$ cat src/rtl/booth_digit_encoder.sv
// booth_digit_encoder
//   Radix-4 Booth encoder for an 8-bit signed activation. It produces four
//   digit-select codes and per-digit enables for the partial-product selector.
//   The encoded word sits in an output register backed by one skid register,
//   so the block can go directly into a valid/ready feed pipeline. A
//   saturating counter totals the non-zero digits handed downstream.
//
// Ports
//   clk                    rising-edge clock
//   rst                    synchronous reset, active-high
//   in_valid / in_ready    input handshake; in_ready = skid register empty
//   activation[7:0]        signed operand A
//   out_valid / out_ready  output handshake
//   partial_product_select digit i code in bits [2i+1:2i]
//                          (00 = -2 or zero, 01 = +1, 10 = +2, 11 = -1)
//   bit_enable[3:0]        bit i set when digit i is non-zero
//   nz_digits[2:0]         number of set bits in bit_enable
//   stat_clear             zero the statistics counter (wins over increment)
//   stat_nz_total          saturating sum of nz_digits over output transfers
module booth_digit_encoder #(
  parameter int unsigned STAT_W = 16
) (
  input  logic              clk,
  input  logic              rst,
  input  logic              in_valid,
  output logic              in_ready,
  input  logic [7:0]        activation,
  output logic              out_valid,
  input  logic              out_ready,
  output logic [7:0]        partial_product_select,
  output logic [3:0]        bit_enable,
  output logic [2:0]        nz_digits,
  input  logic              stat_clear,
  output logic [STAT_W-1:0] stat_nz_total
);

  typedef struct packed {
    logic [7:0] sel;
    logic [3:0] en;
    logic [2:0] nz;
  } word_t;

  word_t      enc_word;
  word_t      or_q;
  word_t      sk_q;
  logic       or_valid;
  logic       sk_valid;
  logic       accept;
  logic       or_free;
  logic       out_fire;
  logic [8:0] a_ext;

  logic [STAT_W-1:0] stat_q;
  logic [STAT_W:0]   stat_sum;

  // A[-1] is the implicit zero below the LSB, so triplet i is a_ext[2i+2:2i].
  assign a_ext = {activation, 1'b0};

  always_comb begin
    enc_word = '0;
    for (int i = 0; i < 4; i++) begin
      case (a_ext[2*i +: 3])
        3'b001, 3'b010: begin
          enc_word.sel[2*i +: 2] = 2'b01;
          enc_word.en[i]         = 1'b1;
        end
        3'b011: begin
          enc_word.sel[2*i +: 2] = 2'b10;
          enc_word.en[i]         = 1'b1;
        end
        // -2 shares code 00 with zero; the enable bit tells them apart.
        3'b100: begin
          enc_word.sel[2*i +: 2] = 2'b00;
          enc_word.en[i]         = 1'b1;
        end
        3'b101, 3'b110: begin
          enc_word.sel[2*i +: 2] = 2'b11;
          enc_word.en[i]         = 1'b1;
        end
        default: begin
          enc_word.sel[2*i +: 2] = 2'b00;
          enc_word.en[i]         = 1'b0;
        end
      endcase
    end
    enc_word.nz = {2'b00, enc_word.en[0]} + {2'b00, enc_word.en[1]}
                + {2'b00, enc_word.en[2]} + {2'b00, enc_word.en[3]};
  end

  // in_ready depends only on the skid flag (and reset), never on out_ready.
  assign in_ready = ~sk_valid & ~rst;
  assign accept   = in_valid & in_ready;
  assign or_free  = ~or_valid | out_ready;
  assign out_fire = or_valid & out_ready;

  always_ff @(posedge clk) begin
    if (rst) begin
      or_valid <= 1'b0;
      sk_valid <= 1'b0;
      or_q     <= '0;
      sk_q     <= '0;
    end else if (or_free) begin
      if (sk_valid) begin
        or_q     <= sk_q;
        or_valid <= 1'b1;
        // Unreachable while in_ready = !sk_valid, but keeps FIFO order safe
        // if the ready rule is ever relaxed.
        if (accept) begin
          sk_q <= enc_word;
        end else begin
          sk_valid <= 1'b0;
        end
      end else begin
        or_valid <= accept;
        if (accept) begin
          or_q <= enc_word;
        end
      end
    end else if (accept) begin
      sk_q     <= enc_word;
      sk_valid <= 1'b1;
    end
  end

  assign out_valid              = or_valid;
  assign partial_product_select = or_valid ? or_q.sel : 8'h00;
  assign bit_enable             = or_valid ? or_q.en  : 4'h0;
  assign nz_digits              = or_valid ? or_q.nz  : 3'd0;

  // One extra bit catches the carry out, which means the sum saturated.
  assign stat_sum = {1'b0, stat_q} + {{(STAT_W-2){1'b0}}, or_q.nz};

  always_ff @(posedge clk) begin
    if (rst || stat_clear) begin
      stat_q <= '0;
    end else if (out_fire) begin
      stat_q <= stat_sum[STAT_W] ? '1 : stat_sum[STAT_W-1:0];
    end
  end

  assign stat_nz_total = stat_q;

endmodule
$ cat config.mk
export PLATFORM = sky130hd
export DESIGN_NAME = booth_digit_encoder
export DESIGN_NICKNAME = d
export VERILOG_FILES = /design/src/rtl/booth_digit_encoder.sv
export SDC_FILE = /design/constraint.sdc
export NUM_CORES = 1
export LEC_CHECK = 0
export ABC_AREA = 1
export ABC_CLOCK_PERIOD_IN_PS = 2400
export CORE_AREA = 2 2 68 96
export DETAILED_ROUTE_END_ITERATION = 12
export DIE_AREA = 0 0 70 98
export PLACE_DENSITY = 0.65
export SLEW_MARGIN = 30
export SYNTH_ARGS = -nofsm -noshare
export SYNTH_HDL_FRONTEND = slang
export SYNTH_SLANG_ARGS = --single-unit
$ cat constraint.sdc
create_clock -name clk -period 2.4 [get_ports clk]
set_input_delay 0.6 -clock clk [delete_from_list [all_inputs] [get_ports clk]]
set_output_delay 0.6 -clock clk [all_outputs]
set_load 0.03 [all_outputs]
# Word level (Yosys, flattened, before mapping)
# Cells that the tools add are included.
# classes
add_sub_neg	4
eq_ne	22
n_mux	22
n_bitwise	7
n_reduce_logical	14
# op_table
cell	count
15-bit 2-to-1 mux	5
3-bit equality test (second input constant)	9
3-bit by 2-bit equality test with 1-bit output (second input constant)	6
2-bit case mux with 3 select lines	3
6-bit OR reduction	3
16-bit by 3-bit adder with 17-bit output	1
16-bit 2-to-1 mux	1
2-bit OR reduction	6
3-bit by 1-bit equality test with 1-bit output (second input constant)	3
1-bit 2-to-1 mux	9
8-bit 2-to-1 mux	1
2-bit equality test (second input constant)	2
4-bit 2-to-1 mux	1
2-bit case mux with 2 select lines	1
2-bit nonzero test	2
2-bit by 1-bit adder with 3-bit output	1
3-bit by 1-bit adder with 3-bit output	1
1-bit AND	3
3-bit 2-to-1 mux	1
1-bit inverter	3
3-bit OR reduction	1
1-bit by 1-bit adder with 2-bit output	1
2-bit by 1-bit equality test with 1-bit output (second input constant)	1
2-bit inequality test (second input constant)	1
3 further kinds	3
# totals
ff_bits	48
input_bits	13
out_inout_bits	33
elab_cells	78

# Depth between registers and ports, before layout
# Gate-level depths: netlist (run 1).
# depth
word_depth	9
mapped_depth	11
mapped_depth_nobuf	11

# Least setup slack after synthesis (run 1)
# OpenSTA, ideal clock, no wires.
# synth_timing
path_kind	input to register
from	input activation[6]
to	register or_q[1] (netlist bit)
setup_time_ps	74
arrival_time_ps	2072
required_time_ps	2326
slack_ps	254
cell_stages	7
n_path_buf	0
path_cell_list	nor2_1 o21ai_0 fa_1 ha_1 ha_1 nand2_1 a31oi_1
# synth_rtl
item	line_no	rtl
start: declaration	27	input logic [7:0] activation,
end signal: assignment	104	or_q <= sk_q;
end signal: assignment	116	or_q <= enc_word;
end: declaration	44	word_t or_q;

==> results of run 1 <==
-- power by group through the flow --
stage / clock network [mW] / logic, mW / registers, mW
after floorplan: 0 / 0.140 / 0.856
after global placement: 0 / 0.236 / 0.856
after detailed placement: 0 / 0.238 / 0.857
after CTS: 0.518 / 0.240 / 0.838
after global routing: 0.554 / 0.266 / 0.842
final: 0.502 / 0.238 / 0.838
-- flip-flops by register name, indices dropped and copies added, names as in the netlist --
| name | cells |
|---|---|
| or_q | 15 |
| out_valid | 1 |
| sk_q | 15 |
| sk_valid | 1 |
| stat_nz_total | 16 |
-- cell usage after synthesis (all sizes together) --
master    n
nand2   100
nand3b    2
buf       9
or2       2
xnor2     1
nor3      5
nor2     47
clkbuf    4
nand3    18
a21boi    1
o21a      1
a21oi    26
xor2      4
dfxtp    48
ha        5
inv      51
a31oi    14
nand4     4
fa        2
o21ai    41
-- metrics by stage --
step	instances	setup TNS [ps]	hold WS, ps	setup WS (ps)
3_5_place_dp	512	-1560	460	-372
4_1_cts	520	0	473	14.3
6_report	520	0	473	105
5_1_grt	520	0	482	0.791
2_1_floorplan	385	0	434	254
3_3_place_gp	512	-1370	451	-335
-- path summary, 6_finish.rpt --
path	start	end
setup / recovery	activation[3]	or_q[1]
hold / removal	sk_q[8]	sk_q[8]
setup reg to reg	stat_nz_total[0]	stat_nz_total[10]
hold reg to reg	sk_q[8]	sk_q[8]
-- cells by family (layout without fill, tap and decap cells) --
kind of cell	Yosys count	count (layout)	synth area share
DFF	48	48	0.366
adders and majority gates	7	7	0.0391
buffers and inverters	64	127	0.105
AOI/OAI and AO/OA	83	83	0.167
xor gates and xnor gates	5	5	0.0167
and+or+nand+nor	178	178	0.307
-- area by class of cell --
class	count	area (µm²)	area share
Multi-Input combinational cell	273	1400	0.412
Inverter	51	194	0.0573
Tap cell	72	90.1	0.0266
Timing Repair Buffer	68	656	0.194
Clock buffer	8	90.1	0.0266
Sequential cell	48	961	0.284
-- critical path, stage by stage --
cell,delay [ps]
clkdlybuf4s50_1,480
inv_1,80
o21ai_2,150
inv_2,60
fa_1,430
ha_1,210
ha_1,280
nand2_1,60
a31oi_1,170
-- what timing repair did --
action | in CTS | in global routing
endpoints found under the setup margin | 2 | 2
resized for setup | 1 | 7
pin swaps | 0 | 2
-- layer usage --
metal	track usage	up-vias	share of wire
met3	0.0289	12	0.028
met4	0.101	0	0.027
met2	0.362	51	0.54
met1	0.210	1201	0.41
met5	0	-	0
li1	-	1360	-
==> reports/metrics.yaml, run 1 <==
status: "complete, no violations"
p_clk_frac: 0.318
grt_antenna_before_repair: 0
clkLatencyLatePin_ps: 300
antenna_cells: 0
cap_violations: 0
finalPower_mw: 1.58
cp.required_ps: 2630
worst_r2r_path_depth: 10
fin_area_mm2: 0.00339
cp-end-kind: "register"
worst_pin_slew_ps: 621
fmax_mhz: 436
fin_util: 0.561
clockRootBuffer: "clkbuf_8"
rows: 34
nets: 467
cts_hold_buf: 0
postSynthAreaPerCell_um2: 6.82
ys_seq_area_frac: 0.366
cts_tree: "yes"
gp_congestion: 0.873
dp_hpwl_um: 4920
syn_area_mm2: 0.00263
first_iter_violations: 103
drt-total-wl_um: 6550
ys_seq_elements: 48
synth_cells: 385
synth_nets: 405
power_frac_seq: 0.531
critPathLaunchType: "primary input"
grt-ovfl-total: 0
placedInstanceArea_mm2: 0.00328
first_pass_iters: 4
layout_common_cells: "nand2_1, dfxtp_1, nor2_1, inv_1, clkdlybuf4s50_1"
die_width_um: 70
hold_viol: 0
final_max_slew_viol_count: 0
area_delta_synth_final_pct: 29.0
cp_data_arrival_time_ps: 2530
grt_setup_unrepaired: "false"
numCtsBuffers: 5
p_comb_frac: 0.151
drt-wirelength-per-cell_um: 12.6
skew_ps: 5.91
yosysTopAreaCell: "dfxtp_1"
synthTopCellsByArea: "dfxtp_1, nand2_1, inv_1"
layout_commonest_cell: "nand2_1"
dieHeight_um: 98
synth.distinct_cells: 35
setup_viol: 0
hold_path_depth: 2
grt_start_max_net_pins: 27
worstSetupPathType: "in2reg"
netSwitchingPower_mw: 0.416
r2r_setup_slack_ps: 490
hp-class: "reg2reg"
crit_fanout: 3
p_int_mw: 1.16
vias_per_cell: 5.05
io_pins: 46
die_area_mm2: 0.00686
min_period_over_period: 0.956
drive_above_1_share: 0.127
first_global_vias: 2483
dr_total_vias: 2624
synth-warning-count: 0
clk_pin_slew_ps: 90
core-area_mm2: 0.00604
period_minus_slack_ps: 2300
track_usage: 0.195
portBuffers: 45
slew_headroom: 0.585
htree_levels: 2
leakage_nw: 1.62
peakVddDrop_mv: 0.336
grt_pass1_wl_um: 10800
drc: 0
fill_cells: 627
clockBufferDepth: 2
p_sw_frac: 0.263
clock-sinks: 48
postCtsSetupBuffers: 0
p_per_area_mw_per_mm2: 466
ant_nets: 0
initial_core_util: 0.435
synth_top_area_share: 0.366
Power figures use the tool's default switching activity.
==> run 2, diff against run 1 <==
--- a/config.mk
+++ b/config.mk
@@ -11,7 +11,6 @@
 export DETAILED_ROUTE_END_ITERATION = 12
 export DIE_AREA = 0 0 70 98
 export PLACE_DENSITY = 0.65
-export SLEW_MARGIN = 30
 export SYNTH_ARGS = -nofsm -noshare
 export SYNTH_HDL_FRONTEND = slang
 export SYNTH_SLANG_ARGS = --single-unit
==> results of run 2 <==
Same layout as run 1: the final DEF is identical, and so are final timing and power.
==> run 3, diff against run 2 <==
--- a/config.mk
+++ b/config.mk
@@ -11,6 +11,7 @@
 export DETAILED_ROUTE_END_ITERATION = 12
 export DIE_AREA = 0 0 70 98
 export PLACE_DENSITY = 0.65
+export SETUP_SLACK_MARGIN = 0.4
 export SYNTH_ARGS = -nofsm -noshare
 export SYNTH_HDL_FRONTEND = slang
 export SYNTH_SLANG_ARGS = --single-unit
==> reports/metrics.yaml, run 3 (synthesized netlist as in run 1, its figures left out) <==
rows: 34
skew_ps: 7.84
final_max_slew_viol_count: 0
clock-sinks: 48
vias_per_cell: 4.99
leakage_nw: 1.79
fmax_mhz: 507
track_usage: 0.198
clk_pin_slew_ps: 90
antenna_cells: 0
grt_start_max_net_pins: 30
fill_cells: 607
initial_core_util: 0.435
ant_nets: 0
critical_path.top_delay_family: "buffers and inverters"
cp.required_ps: 1800
slew_headroom: 0.627
dp_hpwl_um: 4990
htree_levels: 2
period_minus_slack_ps: 1970
first_iter_violations: 94
layout_common_cells: "nand2_1, dfxtp_1, nor2_1, inv_1"
layout_commonest_cell: "nand2_1"
hold_viol: 0
core-area_mm2: 0.00604
crit_fanout: 3
cts_tree: "yes"
critPathMaxStageDelay_ps: 700
dr_total_vias: 2595
cts_hold_buf: 0
setup_viol: 0
cp-end-kind: "output pin"
grt_setup_unrepaired: "true"
grt_pass1_wl_um: 11100
crit_chain: "clkdlybuf4s50_1"
portBuffers: 45
drt-total-wl_um: 6620
status: "complete, no violations"
dieHeight_um: 98
grt_antenna_before_repair: 0
die_area_mm2: 0.00686
worstSetupPathType: "reg2out"
cp_slowest_cell: "clkdlybuf4s50_1"
p_per_area_mw_per_mm2: 466
worst_pin_slew_ps: 559
place_worst_setup_slack_ps: -350
drc: 0
first_pass_iters: 4
cp_data_arrival_time_ps: 1370
critPathBufInv: 1
finalPower_mw: 1.58
largest_register_ffs: 16
setup_slack_ps: 426
drt-wirelength-per-cell_um: 12.7
drive_above_1_share: 0.163
first_global_vias: 2461
area_delta_synth_final_pct: 29.3
clkLatencyLatePin_ps: 300
io_pins: 46
fin_util: 0.562
gp_congestion: 0.918
hp-class: "reg2reg"
peakVddDrop_mv: 0.355
cap_violations: 0
clockRootBuffer: "clkbuf_8"
min_period_over_period: 0.822
nets: 467
critPathLaunchType: "register"
grt-ovfl-total: 0
numCtsBuffers: 5
die_width_um: 70
clockBufferDepth: 2
run 3: stage by stage:
| step | TNS, ps | cell area, µm² | instances | hold WS (ps) |
|---|---|---|---|---|
| 6_report | 0 | 3390 | 520 | 482 |
| 5_1_grt | 0 | 3390 | 520 | 505 |
| 4_1_cts | 0 | 3340 | 518 | 477 |
| 3_5_place_dp | -1420 | 3270 | 509 | 464 |
| 3_3_place_gp | -1320 | 3270 | 509 | 455 |
| 2_1_floorplan | 0 | 2650 | 385 | 434 |
run 3: power by group:
part	leakage (nW)	switching [mW]	total (mW)	internal (mW)
registers	0.390	0.0159	0.839	0.823
clock network	0.0455	0.264	0.500	0.236
logic	1.36	0.140	0.244	0.104
total	1.79	0.420	1.58	1.16
run 3: cell type report:
type / count / area, µm² / share of cell area
clock buffer: 8 / 90.1 / 0.0265
inverter: 51 / 194 / 0.0571
multi-input combinational: 273 / 1460 / 0.429
sequential: 48 / 961 / 0.283
tap: 72 / 90.1 / 0.0265
timing repair buffer: 68 / 602 / 0.177
run 3: per-layer routing:
metal,part of all wire,GRT usage
met3,0.034,0.0299
met4,0.027,0.0947
met1,0.40,0.217
met5,0,0
met2,0.54,0.367
run 3: path summary, 6_finish.rpt:
path                            end  cells after the start              from  slack (ps)
setup reg to reg  stat_nz_total[11]                     10  stat_nz_total[0]         530
hold reg to reg             or_q[1]                      2           sk_q[1]         480
setup / recovery   stat_nz_total[0]                      1  stat_nz_total[0]         430
hold / removal              or_q[1]                      2           sk_q[1]         480
run 3: what timing repair did:
item / CTS / global route
endpoints found under the setup margin: 33 / 20
buffers inserted: 1 / 2
endpoints found under the hold margin: 0 / 0
resized for setup: 44 / 29
pin swaps: 3 / 6
